==> config.mk <==
export PLATFORM = sky130hd
export DESIGN_NAME = multi_chan_clk_div
export DESIGN_NICKNAME = d
export VERILOG_FILES = /design/src/rtl/multi_chan_clk_div.sv
export SDC_FILE = /design/constraint.sdc
export NUM_CORES = 1
export LEC_CHECK = 0
export CAP_MARGIN = 20
export CORE_ASPECT_RATIO = 0.5
export CORE_MARGIN = 10
export CORE_UTILIZATION = 58
export CTS_BUF_LIST = sky130_fd_sc_hd__clkbuf_4 sky130_fd_sc_hd__clkbuf_8 sky130_fd_sc_hd__clkbuf_16
export CTS_CLUSTER_DIAMETER = 120
export DETAILED_ROUTE_END_ITERATION = 10
export GPL_TIMING_DRIVEN = 0
export MAX_ROUTING_LAYER = met4
export PLACE_DENSITY_LB_ADDON = 0.3
export SYNTH_ARGS = -nofsm -noshare
export SYNTH_HDL_FRONTEND = slang
export SYNTH_SLANG_ARGS = --single-unit
==> constraint.sdc <==
create_clock -name clk -period 5.13 [get_ports clk]
set_input_delay 1.026 -clock clk [delete_from_list [all_inputs] [get_ports clk]]
set_output_delay 1.026 -clock clk [all_outputs]
set_load 0.005 [all_outputs]
==> src/rtl/multi_chan_clk_div.sv <==
// Multi-channel programmable clock divider with shadowed divisors and a global phase sync.
// Each channel produces a 50%-duty divided clock and a one-cycle tick every d enabled cycles.
module multi_chan_clk_div #(
    parameter int NUM_CH      = 4,
    parameter int CNT_W       = 26,
    parameter int DEFAULT_DIV = 10000000,
    parameter int CH_W        = (NUM_CH > 1) ? $clog2(NUM_CH) : 1
) (
    input  logic              clk,
    input  logic              rst,
    input  logic [NUM_CH-1:0] ch_en,
    input  logic              sync,
    input  logic              wr_en,
    input  logic [CH_W-1:0]   wr_ch,
    input  logic [CNT_W-1:0]  wr_data,
    output logic [NUM_CH-1:0] clk_out,
    output logic [NUM_CH-1:0] tick,
    output logic [NUM_CH-1:0] pending
);

    localparam logic [CNT_W-1:0] DEF_DIV = CNT_W'(DEFAULT_DIV);
    localparam logic [CNT_W-1:0] ONE     = CNT_W'(1);

    logic [CNT_W-1:0]  cnt    [NUM_CH];
    logic [CNT_W-1:0]  active [NUM_CH];
    logic [CNT_W-1:0]  shadow [NUM_CH];
    logic [CNT_W-1:0]  last   [NUM_CH];
    logic [NUM_CH-1:0] wr_hit;
    logic [NUM_CH-1:0] wrap;

    // A stored divisor of 0 counts like 1; an out-of-range wr_ch matches no channel.
    always_comb begin
        for (int i = 0; i < NUM_CH; i++) begin
            last[i]   = (active[i] == '0) ? '0 : active[i] - ONE;
            wr_hit[i] = wr_en && (int'(wr_ch) == i);
            wrap[i]   = ch_en[i] && (cnt[i] == last[i]);
        end
    end

    always_ff @(posedge clk) begin
        if (rst) begin
            for (int i = 0; i < NUM_CH; i++) begin
                cnt[i]    <= '0;
                active[i] <= DEF_DIV;
                shadow[i] <= DEF_DIV;
            end
            clk_out <= '0;
            tick    <= '0;
            pending <= '0;
        end else if (sync) begin
            for (int i = 0; i < NUM_CH; i++) begin
                cnt[i] <= '0;
                if (wr_hit[i]) begin
                    active[i] <= wr_data;
                    shadow[i] <= wr_data;
                end else begin
                    active[i] <= shadow[i];
                end
            end
            clk_out <= '0;
            tick    <= '0;
            pending <= '0;
        end else begin
            // The wrap consumes the old shadow; a same-edge write re-arms pending afterwards.
            for (int i = 0; i < NUM_CH; i++) begin
                tick[i] <= wrap[i];
                if (wrap[i]) begin
                    cnt[i]     <= '0;
                    clk_out[i] <= ~clk_out[i];
                    active[i]  <= shadow[i];
                    pending[i] <= 1'b0;
                end else if (ch_en[i]) begin
                    cnt[i] <= cnt[i] + ONE;
                end
                if (wr_hit[i]) begin
                    shadow[i]  <= wr_data;
                    pending[i] <= 1'b1;
                end
            end
        end
    end

endmodule

==> impl_metrics.prom <==
# TYPE chip_impl_metric gauge
chip_impl_metric{name="slew_viol_final",unit=""} 0
chip_impl_metric{name="clockBufferDepth",unit=""} 3
chip_impl_metric{name="timing.critical_path.required",unit="ns"} 5.50
chip_impl_info{name="critical_path_cell_by_cell",value="or4_1, clkbuf_1, or3_1, or3_1, xnor2_1, mux2_2, nor4b_2, nor4bb_4, a32o_1, o21bai_1, buf_2, a21oi_1"} 1
chip_impl_metric{name="grt_remaining_overflow",unit=""} 0
chip_impl_info{name="synthFlopType",value="edfxtp_1"} 1
chip_impl_metric{name="ant_nets",unit=""} 0
chip_impl_info{name="critical_path.endpoint_type",value="flip-flop"} 1
chip_impl_metric{name="maximum_number_of_pins_on_one_net_before_global_route_repair",unit=""} 27
chip_impl_info{name="synth_area_leader_cell",value="edfxtp_1"} 1
chip_impl_metric{name="antenna_cells_inserted",unit=""} 0
chip_impl_metric{name="worst_pin_slew",unit="ns"} 1.14
chip_impl_metric{name="antenna_found_initial",unit=""} 0
chip_impl_metric{name="finalWorstSetupSlack",unit="ns"} 0.227
chip_impl_metric{name="reg2regPathDepth",unit=""} 12
chip_impl_metric{name="clk_pin_slew_worst_paths",unit="ns"} 0.07
chip_impl_metric{name="hold_depth",unit=""} 2
chip_impl_metric{name="timing.clock.skew",unit="ns"} 0.0123
chip_impl_metric{name="crit_path_max_fanout",unit=""} 10
chip_impl_info{name="biggest_area_contributors_in_the_synthesized_netlist",value="edfxtp_1 44%, xnor2_1 4.4%, nor2_1 4.1%"} 1
chip_impl_metric{name="mappedNetlistNets",unit=""} 2074
chip_impl_metric{name="clock_sinks",unit=""} 324
chip_impl_metric{name="synth_area",unit="sq um"} 19700
chip_impl_metric{name="sequential_area_share_after_synthesis",unit=""} 0.474
chip_impl_metric{name="synth.top_cell.area_share",unit=""} 0.435
chip_impl_metric{name="yosys_warnings",unit=""} 0
chip_impl_metric{name="final_wtd_congestion",unit=""} 0.959
chip_impl_metric{name="drive_above_1_share",unit=""} 0.0744
chip_impl_info{name="grt_setup_unrepaired",value="false"} 1
chip_impl_metric{name="worst_hold_slack",unit="ns"} 0.465
chip_impl_info{name="crit_type",value="reg -> reg"} 1
chip_impl_metric{name="floorplan.die.width",unit="microns"} 281
chip_impl_metric{name="ioPinCount",unit=""} 48
chip_impl_metric{name="global_route_wire_length_before_repair",unit="mm"} 79.3
chip_impl_metric{name="routedWlPerCell",unit="microns"} 19.8
chip_impl_metric{name="post_layout_nonfiller_instances",unit=""} 2577
chip_impl_metric{name="dpl_worst_slack",unit="ns"} -0.230
chip_impl_metric{name="synth-edff-count",unit=""} 286
chip_impl_metric{name="via_count",unit=""} 16200
chip_impl_metric{name="detail_route.vias_per_cell",unit=""} 6.30
chip_impl_metric{name="finalCriticalPeriod",unit="ns"} 4.90
chip_impl_metric{name="power.density_cell_area",unit="nW/um^2"} 282
chip_impl_info{name="hold-path-endpoint",value="pending[1]"} 1
chip_impl_info{name="crit-reg2reg-launch",value="active[1][14]"} 1
chip_impl_metric{name="final-setup-viol-count",unit=""} 0
chip_impl_metric{name="place_area",unit="sq um"} 20800
chip_impl_metric{name="asyncSetResetFlopFracSynth",unit=""} 0
chip_impl_metric{name="total_negative_slack",unit="ns"} 0
chip_impl_metric{name="hold_violations",unit=""} 0
chip_impl_metric{name="reg2reg_setup_slack",unit="ns"} 0.23
chip_impl_metric{name="floorplan.rows",unit=""} 47
chip_impl_metric{name="floorplan.die.height",unit="microns"} 150
chip_impl_metric{name="fin_util",unit=""} 0.660
chip_impl_info{name="timing.critical_path.from_type",value="flip-flop"} 1
chip_impl_metric{name="area_delta_synth_final",unit="%"} 11.4
chip_impl_metric{name="numCtsBuffers",unit=""} 28
chip_impl_metric{name="layout.cell_area.non_filler",unit="sq um"} 22000
chip_impl_metric{name="hpwl",unit="mm"} 36.4
chip_impl_metric{name="detailedRoute.firstPassIterationCount",unit=""} 5
chip_impl_metric{name="syn-mean-instance-area",unit="sq um"} 9.72
chip_impl_info{name="worst_path_most_repeated_cell",value="or3_1"} 1
chip_impl_metric{name="design_power_total",unit="mW"} 6.20
chip_impl_metric{name="remaining_drc_errors",unit=""} 0
chip_impl_info{name="timing.hold.worst.class",value="reg -> reg"} 1
chip_impl_metric{name="synthDistinctLibCells",unit=""} 93
chip_impl_metric{name="synth.ff_latch_count",unit=""} 324
chip_impl_metric{name="num-nets-final",unit=""} 2158
chip_impl_metric{name="fp.coreArea",unit="sq um"} 33300
chip_impl_metric{name="port_buffers",unit=""} 45
chip_impl_metric{name="postRouteWirelength",unit="mm"} 51.0
chip_impl_info{name="outcome",value="complete, no violations"} 1
chip_impl_metric{name="highest_ir_drop_seen_on_vdd",unit="mV"} 0.236
chip_impl_info{name="cts_tree",value="done"} 1
chip_impl_metric{name="post_cts_hold_buffer_count",unit=""} 0
chip_impl_metric{name="slew-limit-headroom",unit=""} 0.235
chip_impl_metric{name="track_usage",unit=""} 0.241
chip_impl_info{name="crit-reg2reg-capture",value="active[2][16]"} 1
chip_impl_metric{name="leakagePower",unit="nW"} 7.50
chip_impl_metric{name="drt_iter0_drc",unit=""} 1729
chip_impl_metric{name="synth_cells",unit=""} 2030
chip_impl_metric{name="drv.max_cap_violation_count",unit=""} 0
chip_impl_metric{name="critical-path-max-stage-delay",unit="ns"} 0.55
chip_impl_metric{name="cell_count_after_placement",unit=""} 2519
chip_impl_metric{name="h-tree-depth",unit=""} 1
chip_impl_info{name="cts.root.buffer_cell",value="clkbuf_16"} 1
chip_impl_info{name="hold_path.startpoint",value="pending[1]"} 1
chip_impl_metric{name="vias_in_the_first_global_route",unit=""} 14500
chip_impl_metric{name="worst_ep_arrival",unit="ns"} 5.27
chip_impl_metric{name="final.period_utilization",unit=""} 0.956
chip_impl_metric{name="dieArea",unit="sq um"} 42200
chip_impl_metric{name="initial_core_util",unit=""} 0.593
chip_impl_metric{name="clk-insertion-delay-late",unit="ns"} 0.57
chip_impl_metric{name="max_freq",unit="MHz"} 204
chip_impl_info{name="crit_path_top_delay_cell",value="or4_1"} 1
==> what timing repair did <==
item | 4_1_cts | 5_1_grt
resized for setup | 8 | 15
gates cloned | 0 | 0
pin swaps | 0 | 2
setup endpoints to repair | 62 | 183
setup buffers | 0 | 3
==> per-layer routing <==
metal  vias to the layer above  track usage  part of all wire
met5                         -            -                 0
met4                         0       0.0733             0.030
met3                       108       0.0369             0.081
met2                       687        0.360              0.44
met1                      7720        0.334              0.45
li1                       7710            -                 -
==> area by class of cell <==
type	instances	area, sq um
clock inverters	17	175
plain buffers	118	497
repair buffers	54	601
multi-input cells	1517	9760
fillers	2633	11300
flip-flops and latches	324	9350
clock buffers	35	771
well taps	441	552
inverters	71	267
==> registers in the layout, indices dropped and copies added (netlist names) <==
register / count
pending: 4
tick: 4
shadow: 104
cnt: 104
active: 104
clk_out: 4
==> cell usage in the layout (no fill, tap or decap), types with 19 or more instances in the layout <==
cell type,instances
inv_1,71
dfxtp_1,38
a22o_1,60
xnor2_1,98
nor4_1,34
clkdlybuf4s50_1,45
and3_1,37
xor2_1,79
or2_2,19
or4_1,28
a21oi_1,81
nand3_1,81
buf_2,28
nand2_1,184
and2_1,81
edfxtp_1,286
o211ai_1,25
clkbuf_16,29
nor3_1,59
o21ai_0,42
clkbuf_1,81
or3_1,25
nand2b_1,20
nand4_1,34
nor2_1,215
a31oi_1,20
==> worst max-delay path: cells and delay by family, from the launching register on <==
family	cells	cell delay [ns]
xor gates and xnor gates	1	0.29
DFF	1	0.52
AOI/OAI and AO/OA	3	0.88
buffers and inverters	2	0.47
and+or+nand+nor	5	2.13
muxes	1	0.40
==> power by group <==
part / internal (mW) / switching, mW / leakage (nW)
Combinational: 0.315 / 0.494 / 3.73
Sequential: 3.04 / 0.138 / 3.30
Clock: 1.23 / 0.983 / 0.467
==> Yosys cell counts (9+ instances only) <==
| cell | number |
|---|---|
| xor2_1 | 80 |
| o32ai_1 | 13 |
| mux2i_1 | 17 |
| and2_1 | 81 |
| xnor2_1 | 98 |
| nor4_1 | 41 |
| nor4_2 | 9 |
| edfxtp_1 | 286 |
| a21oi_1 | 81 |
| o211ai_1 | 25 |
| o31ai_1 | 12 |
| inv_1 | 71 |
| a22oi_1 | 17 |
| a22o_1 | 60 |
| nand2b_1 | 20 |
| a31oi_1 | 20 |
| or3_1 | 25 |
| or2_2 | 19 |
| nand4_1 | 34 |
| nand4b_1 | 17 |
| nand2_1 | 187 |
| o21ai_0 | 42 |
| or4_1 | 28 |
| clkbuf_1 | 81 |
| nand3_1 | 82 |
| nor2b_1 | 12 |
| nor3b_1 | 10 |
| nor3_1 | 59 |
| nor2_1 | 215 |
| dfxtp_1 | 38 |
| and3_1 | 37 |
| buf_2 | 28 |
| a211oi_1 | 15 |
==> cell families after synthesis <==
kind of cell | after synthesis | share of synthesized area
multiplexers | 22 | 0.0115
flip-flops | 324 | 0.474
AND/OR/NAND/NOR | 915 | 0.244
XOR/XNOR | 182 | 0.0838
buffers and inverters | 189 | 0.0387
adder cells (fa/ha/maj) | 8 | 0.00507
AO/OA/AOI/OAI | 390 | 0.143
==> worst max path at each step <==
stage	start	to	cells after the start
2_1_floorplan	active[3][0]	active[3][0]	14
3_3_place_gp	active[1][2]	active[1][15]	11
3_5_place_dp	active[1][2]	active[1][15]	11
4_1_cts	active[3][0]	active[3][7]	14
5_1_grt	active[3][0]	active[3][7]	14
6_report	active[1][14]	active[2][16]	12
No activity file was read; power rests on OpenSTA's default activity.
==> RTL change 1: new RTL, same settings <==
Set the parameter `CNT_W` to 13 (it was 26).
--- a/src/rtl/multi_chan_clk_div.sv
+++ b/src/rtl/multi_chan_clk_div.sv
@@ -2,7 +2,7 @@
 // Each channel produces a 50%-duty divided clock and a one-cycle tick every d enabled cycles.
 module multi_chan_clk_div #(
     parameter int NUM_CH      = 4,
-    parameter int CNT_W       = 26,
+    parameter int CNT_W       = 13,
     parameter int DEFAULT_DIV = 10000000,
     parameter int CH_W        = (NUM_CH > 1) ? $clog2(NUM_CH) : 1
 ) (
Interface: changed (resized wr_data); port bits go from 48 to 35. No check against the original RTL was run, so the function may have changed too.
==> RTL change 1 against the original RTL <==
- design area decreased by 47%
- largest cell class unchanged
- setup slack gained 0.29 ns
- synthesized area is 47% lower
- sequential cell count shrank 156
- die area shrank 43%
- maximum frequency grew 6.4%
- total power is 43% lower
- routed wire length shrank 47%
- highest routed layer unchanged
==> RTL change 1: results (changes against the original RTL) <==
stage;metric;value;unit;change
place;numPortBuffers;30;;-33%
cts;clock_path_buffers;2;;-1
finish;diodes;0;;unchanged
outcome;run_status;complete, no violations;;
finish;final_stage_net_count;1195;;-45%
timing;final.setup_skew;0.0136;ns;+0.00125 ns
finish;biggestRegsByFlops;active (52), cnt (52), shadow (52);;
pwr;irDropWorstVdd;0.263;mV;+11%
cts;cts_repair_resize_count;0;;-8
yosys;seq_area_frac_synth;45.8;%;-1.6 points
route;drt_iter0_markers;1176;;-32%
place;dpl_worst_slack;0.747;ns;+0.978 ns
global_routing;pin_count_of_the_biggest_net_entering_global_routing;23;;-15%
timing;worstMarginPinSlew;1.08;ns;-0.0597 ns
global_routing;grt_use_total;23.0;%;-1.1 points
worst_setup_path;worstPathArrival;4.75;ns;-0.52 ns
place;post-dp-hpwl;18900;um;-48%
pwr;switching_share;28.7;%;+2.6 points
place;gp_routability_congestion;0.953;;-0.60%
cts;cts_max_level;4;;+3
global_routing;global_route_wire_length_before_repair;43600;um;-45%
pwr;total_leakage_power;3.92;nW;-48%
cts;worstSkewPairLatency;0.44;ns;-0.13 ns
yosys;number_of_enable_flip_flop_cells_after_synthesis;143;;-50%
finish;ratio_of_cells_with_drive_above_1_in_the_final_layout;7.06;%;-0.38 points
hold_path;hold_path_class;reg -> reg;;
cts;cts_inserted_buffers;17;;-39%
yosys;synth_cell_type_count;84;;-9.7%
yosys;dominant_cells_by_area_after_synthesis;edfxtp_1 41%, dfxtp_1 4.8%, xnor2_1 3.5%, nor2_1 3.4%, nor3_1 3.3%;;
route;detail_route.wirelength;27300;um;-47%
yosys;syn-num-nets;1142;;-45%
route;drt-pass1-iter-count;6;;+1
worst_setup_path;worst_r2r_path_depth;11;;-1
global_routing;grt_pass1_vias;8360;;-42%
finish;final.fill_count;1340;;-49%
place;dpl_cell_area;11100;um2;-47%
yosys;synth.cells.most_frequent;143 x edfxtp_1, 94 x nor2_1, 79 x nand2_1;;
cts;cts_setup_buffers;0;;unchanged
route;routed-via-count;9147;;-44%
==> RTL change 1: kinds of logic after synthesis <==
logic type                 synth area share [%]
xor gates and xnor gates                   6.61
buffers and inverters                      4.49
DFF                                        45.8
and+or+nand+nor                            25.9
muxes                                     0.693
adders and majority gates                  1.20
AOI/OAI and AO/OA                          15.3
==> RTL change 1: metrics by stage <==
stage	total power, mW	hold slack (ns)	instances	utilization (%)
finish	3.51	0.490	1409	66.8
floorplan	1.99	0.464	1109	-
global placement	2.11	0.463	1373	63.1
detailed placement	2.13	0.478	1375	63.2
global route	3.61	0.510	1409	66.8
CTS	3.49	0.491	1407	66.8
==> RTL change 1: critical path: stages, from the launching register on <==
cell and delay [ns]:
edfxtp_1 0.50, inv_1 0.12, ha_1 0.31, nor4b_1 0.67
nand3_1 0.42, and4_1 0.34, a211oi_1 0.47, nor3_1 0.10
and4_1 0.36, nor2_1 0.38, clkbuf_1 0.41, o311ai_0 0.24
==> RTL change 1: power groups by stage <==
stage / clock (mW) / combinational (mW) / sequential [mW]
finish: 1.38 / 0.491 / 1.63
global route: 1.43 / 0.536 / 1.64
CTS: 1.38 / 0.479 / 1.63
detailed placement: 0 / 0.472 / 1.66
global placement: 0 / 0.457 / 1.66
floorplan: 0 / 0.349 / 1.64
==> RTL change 1: per-layer routing <==
metal  wire (um)  track usage (%)
met1       11900             29.8
met5           0                -
met3        2240             3.87
met2       12300             35.3
met4         881             9.58
==> RTL change 1: final cells by class <==
class,instances,area [um2],share of cell area (%)
multi-input cells,825,5200,44.4
flip-flops and latches,168,4790,40.9
clock buffers,17,425,3.63
repair buffers,34,328,2.80
plain buffers,69,294,2.51
well taps,234,293,2.50
clock inverters,15,203,1.73
inverters,47,176,1.51
==> RTL change 1: path summary, 6_finish.rpt <==
kind                         startpoint                       to  slack, ns
max          active[1][0]$_SDFFCE_PP0P_   active[0][1]$_DFFE_PP_       0.52
min             pending[3]$_SDFFE_PP0P_  pending[3]$_SDFFE_PP0P_       0.49
max reg2reg  active[1][0]$_SDFFCE_PP0P_   active[0][1]$_DFFE_PP_       0.52
min reg2reg     pending[3]$_SDFFE_PP0P_  pending[3]$_SDFFE_PP0P_       0.49
==> RTL change 2: new RTL, same settings <==
Made on the original files. Add an input register stage for `ch_en`, `sync`, `wr_en`, `wr_ch` and `wr_data`, with the module's reset; this delays them by one clock.
--- a/src/rtl/multi_chan_clk_div.sv
+++ b/src/rtl/multi_chan_clk_div.sv
@@ -21,6 +21,28 @@
     localparam logic [CNT_W-1:0] DEF_DIV = CNT_W'(DEFAULT_DIV);
     localparam logic [CNT_W-1:0] ONE     = CNT_W'(1);
 
+    logic [NUM_CH-1:0] ch_en_q;
+    logic sync_q;
+    logic wr_en_q;
+    logic [CH_W-1:0] wr_ch_q;
+    logic [CNT_W-1:0] wr_data_q;
+
+    always_ff @(posedge clk) begin
+        if (rst) begin
+            ch_en_q   <= '0;
+            sync_q    <= '0;
+            wr_en_q   <= '0;
+            wr_ch_q   <= '0;
+            wr_data_q <= '0;
+        end else begin
+            ch_en_q   <= ch_en;
+            sync_q    <= sync;
+            wr_en_q   <= wr_en;
+            wr_ch_q   <= wr_ch;
+            wr_data_q <= wr_data;
+        end
+    end
+
     logic [CNT_W-1:0]  cnt    [NUM_CH];
     logic [CNT_W-1:0]  active [NUM_CH];
     logic [CNT_W-1:0]  shadow [NUM_CH];
@@ -32,8 +54,8 @@
     always_comb begin
         for (int i = 0; i < NUM_CH; i++) begin
             last[i]   = (active[i] == '0) ? '0 : active[i] - ONE;
-            wr_hit[i] = wr_en && (int'(wr_ch) == i);
-            wrap[i]   = ch_en[i] && (cnt[i] == last[i]);
+            wr_hit[i] = wr_en_q && (int'(wr_ch_q) == i);
+            wrap[i]   = ch_en_q[i] && (cnt[i] == last[i]);
         end
     end
 
@@ -47,12 +69,12 @@
             clk_out <= '0;
             tick    <= '0;
             pending <= '0;
-        end else if (sync) begin
+        end else if (sync_q) begin
             for (int i = 0; i < NUM_CH; i++) begin
                 cnt[i] <= '0;
                 if (wr_hit[i]) begin
-                    active[i] <= wr_data;
-                    shadow[i] <= wr_data;
+                    active[i] <= wr_data_q;
+                    shadow[i] <= wr_data_q;
                 end else begin
                     active[i] <= shadow[i];
                 end
@@ -69,11 +91,11 @@
                     clk_out[i] <= ~clk_out[i];
                     active[i]  <= shadow[i];
                     pending[i] <= 1'b0;
-                end else if (ch_en[i]) begin
+                end else if (ch_en_q[i]) begin
                     cnt[i] <= cnt[i] + ONE;
                 end
                 if (wr_hit[i]) begin
-                    shadow[i]  <= wr_data;
+                    shadow[i]  <= wr_data_q;
                     pending[i] <= 1'b1;
                 end
             end
Formal check against the unedited RTL: not equivalent (a bounded check fails within 4 cycles, from zero or initial values and one cycle with rst high).
==> RTL change 2 against the original RTL <==
- sequential share of layout area grew 0.49 points
- cell count increased by 4.6%
- die area increased by 4.5%
- total power is 9.2% higher
- count of clock-buffer cells in the layout grew 5
- setup slack got worse by 0.091 ns
- design area rose by 6.0%
- routed wire length is 7.1% higher
- clock power grew 21%
- maximum frequency fell by 1.8%
- synthesized area up 5.0%
- critical path depth grew 3
- sequential cell count increased by 34
- critical endpoint is now active[2][6]$_DFFE_PP_
- highest routed layer unchanged
==> RTL change 2: results (changes against the original RTL) <==
stage;metric;value;unit;change
timing;final.setup_skew;0.0144;ns;+0.00204 ns
route;detail_route.wirelength;54700;um;+7.1%
global_routing;grt_use_total;24.4;%;+0.34 points
place;gp_routability_congestion;0.958;;about the same
place;dpl_worst_slack;-0.390;ns;-0.160 ns
finish;biggestRegsByFlops;active (104), cnt (104), shadow (104);;
global_routing;antenna_violations_before_repair;1;;+1
yosys;seq_area_frac_synth;48.4;%;+1.0 points
global_routing;grt_pass1_vias;15300;;+5.5%
outcome;run_status;complete, no violations;;
yosys;synth_cell_type_count;96;;+3.2%
global_routing;pin_count_of_the_biggest_net_entering_global_routing;36;;+33%
finish;final_stage_net_count;2239;;+3.8%
place;dpl_cell_area;21800;um2;+4.7%
route;drt-vias-per-instance;6.31;;+0.26%
yosys;syn-num-nets;2145;;+3.4%
route;drt-pass1-iter-count;6;;+1
finish;ratio_of_cells_with_drive_above_1_in_the_final_layout;7.57;%;+0.12 points
yosys;synth_mux_area_share;1.52;%;+0.37 points
pwr;irDropWorstVdd;0.200;mV;-15%
pwr;total_leakage_power;7.69;nW;+2.5%
place;numPortBuffers;47;;+4.4%
route;wirelength_per_cell;20.3;um;+2.4%
yosys;primary_ff_master_synth;edfxtp_1;;
route;drt_iter0_markers;1806;;+4.5%
yosys;synth.cells.most_frequent;286 x edfxtp_1, 224 x nor2_1, 165 x nand2_1;;
cts;cts_max_level;2;;+1
global_routing;global_route_wire_length_before_repair;84500;um;+6.5%
yosys;number_of_enable_flip_flop_cells_after_synthesis;286;;unchanged
yosys;synth.avg_cell_area;9.86;um2;+1.5%
place;place.detailed.instances;2624;;+4.2%
worst_setup_path;critical_path.max_stage_delay;0.62;ns;+0.07 ns
place;post-dp-hpwl;38100;um;+4.8%
yosys;dominant_cells_by_area_after_synthesis;edfxtp_1 41%, dfxtp_1 7.0%, nor2_1 4.1%, xnor2_1 3.8%, nand2_1 3.0%;;
yosys;post_synth_fa_ha_maj_area_fraction;0.483;%;-0.024 points
worst_setup_path;critical_path.slowest_cell;a311oi_4;;
yosys;synth_xor_area_share;7.23;%;-1.1 points
worst_setup_path;worstPathArrival;5.25;ns;-0.02 ns
route;detail-route-antenna-nets;0;;unchanged
cts;cts_inserted_buffers;34;;+21%
cts;worstSkewPairLatency;0.54;ns;-0.03 ns
-- RTL change 2: cell count changes after synthesis, moves of 20 or more --
cell	unedited run	this run
nor2b_1	12	56
a22o_1	60	37
dfxtp_1	38	72
or4_1	28	50
o211ai_1	25	5
nand2_1	187	165
or3_1	25	45
-- RTL change 2: layout make-up --
cell class                      instances  area (um2)  area share [%]
Multi-Input combinational cell       1557       10100            43.4
Antenna cell                            1        2.50          0.0107
Buffer                                112         500            2.15
Clock inverter                         21         249            1.07
Sequential cell                       358       10000            43.0
Clock buffer                           40         920            3.95
Tap cell                              475         594            2.55
Inverter                               73         274            1.18
Timing Repair Buffer                   59         624            2.68
-- RTL change 2: final timing paths --
kind	depth (start not counted)	start	slack (ns)	end
worst max-delay path	15	active[1][0]$_SDFFCE_PP0P_	0.14	active[2][6]$_DFFE_PP_
worst min-delay path	2	cnt[0][25]$_SDFFE_PP0P_	0.50	cnt[0][25]$_SDFFE_PP0P_
worst max register to register	15	active[1][0]$_SDFFCE_PP0P_	0.14	active[2][6]$_DFFE_PP_
worst min register to register	2	cnt[0][25]$_SDFFE_PP0P_	0.50	cnt[0][25]$_SDFFE_PP0P_
-- RTL change 2: routing by layer --
layer | wire length [um] | GRT usage (%) | vias up
li1 | - | - | 8015
met1 | 24600 | 34.7 | 8182
met4 | 1280 | 6.13 | 0
met2 | 24000 | 36.0 | 720
met5 | 0 | - | -
met3 | 4790 | 3.80 | 101
-- RTL change 2: where the power goes --
group	leakage [nW]	internal (mW)	total, mW	switching, mW
clock	0.564	1.51	2.67	1.16
sequential	3.42	3.28	3.43	0.154
combinational	3.70	0.267	0.663	0.397
-- RTL change 2: what timing repair did --
action	CTS	global route
buffers inserted	0	7
resized for setup	14	25
endpoints found under the setup margin	204	262
pin swaps	0	3
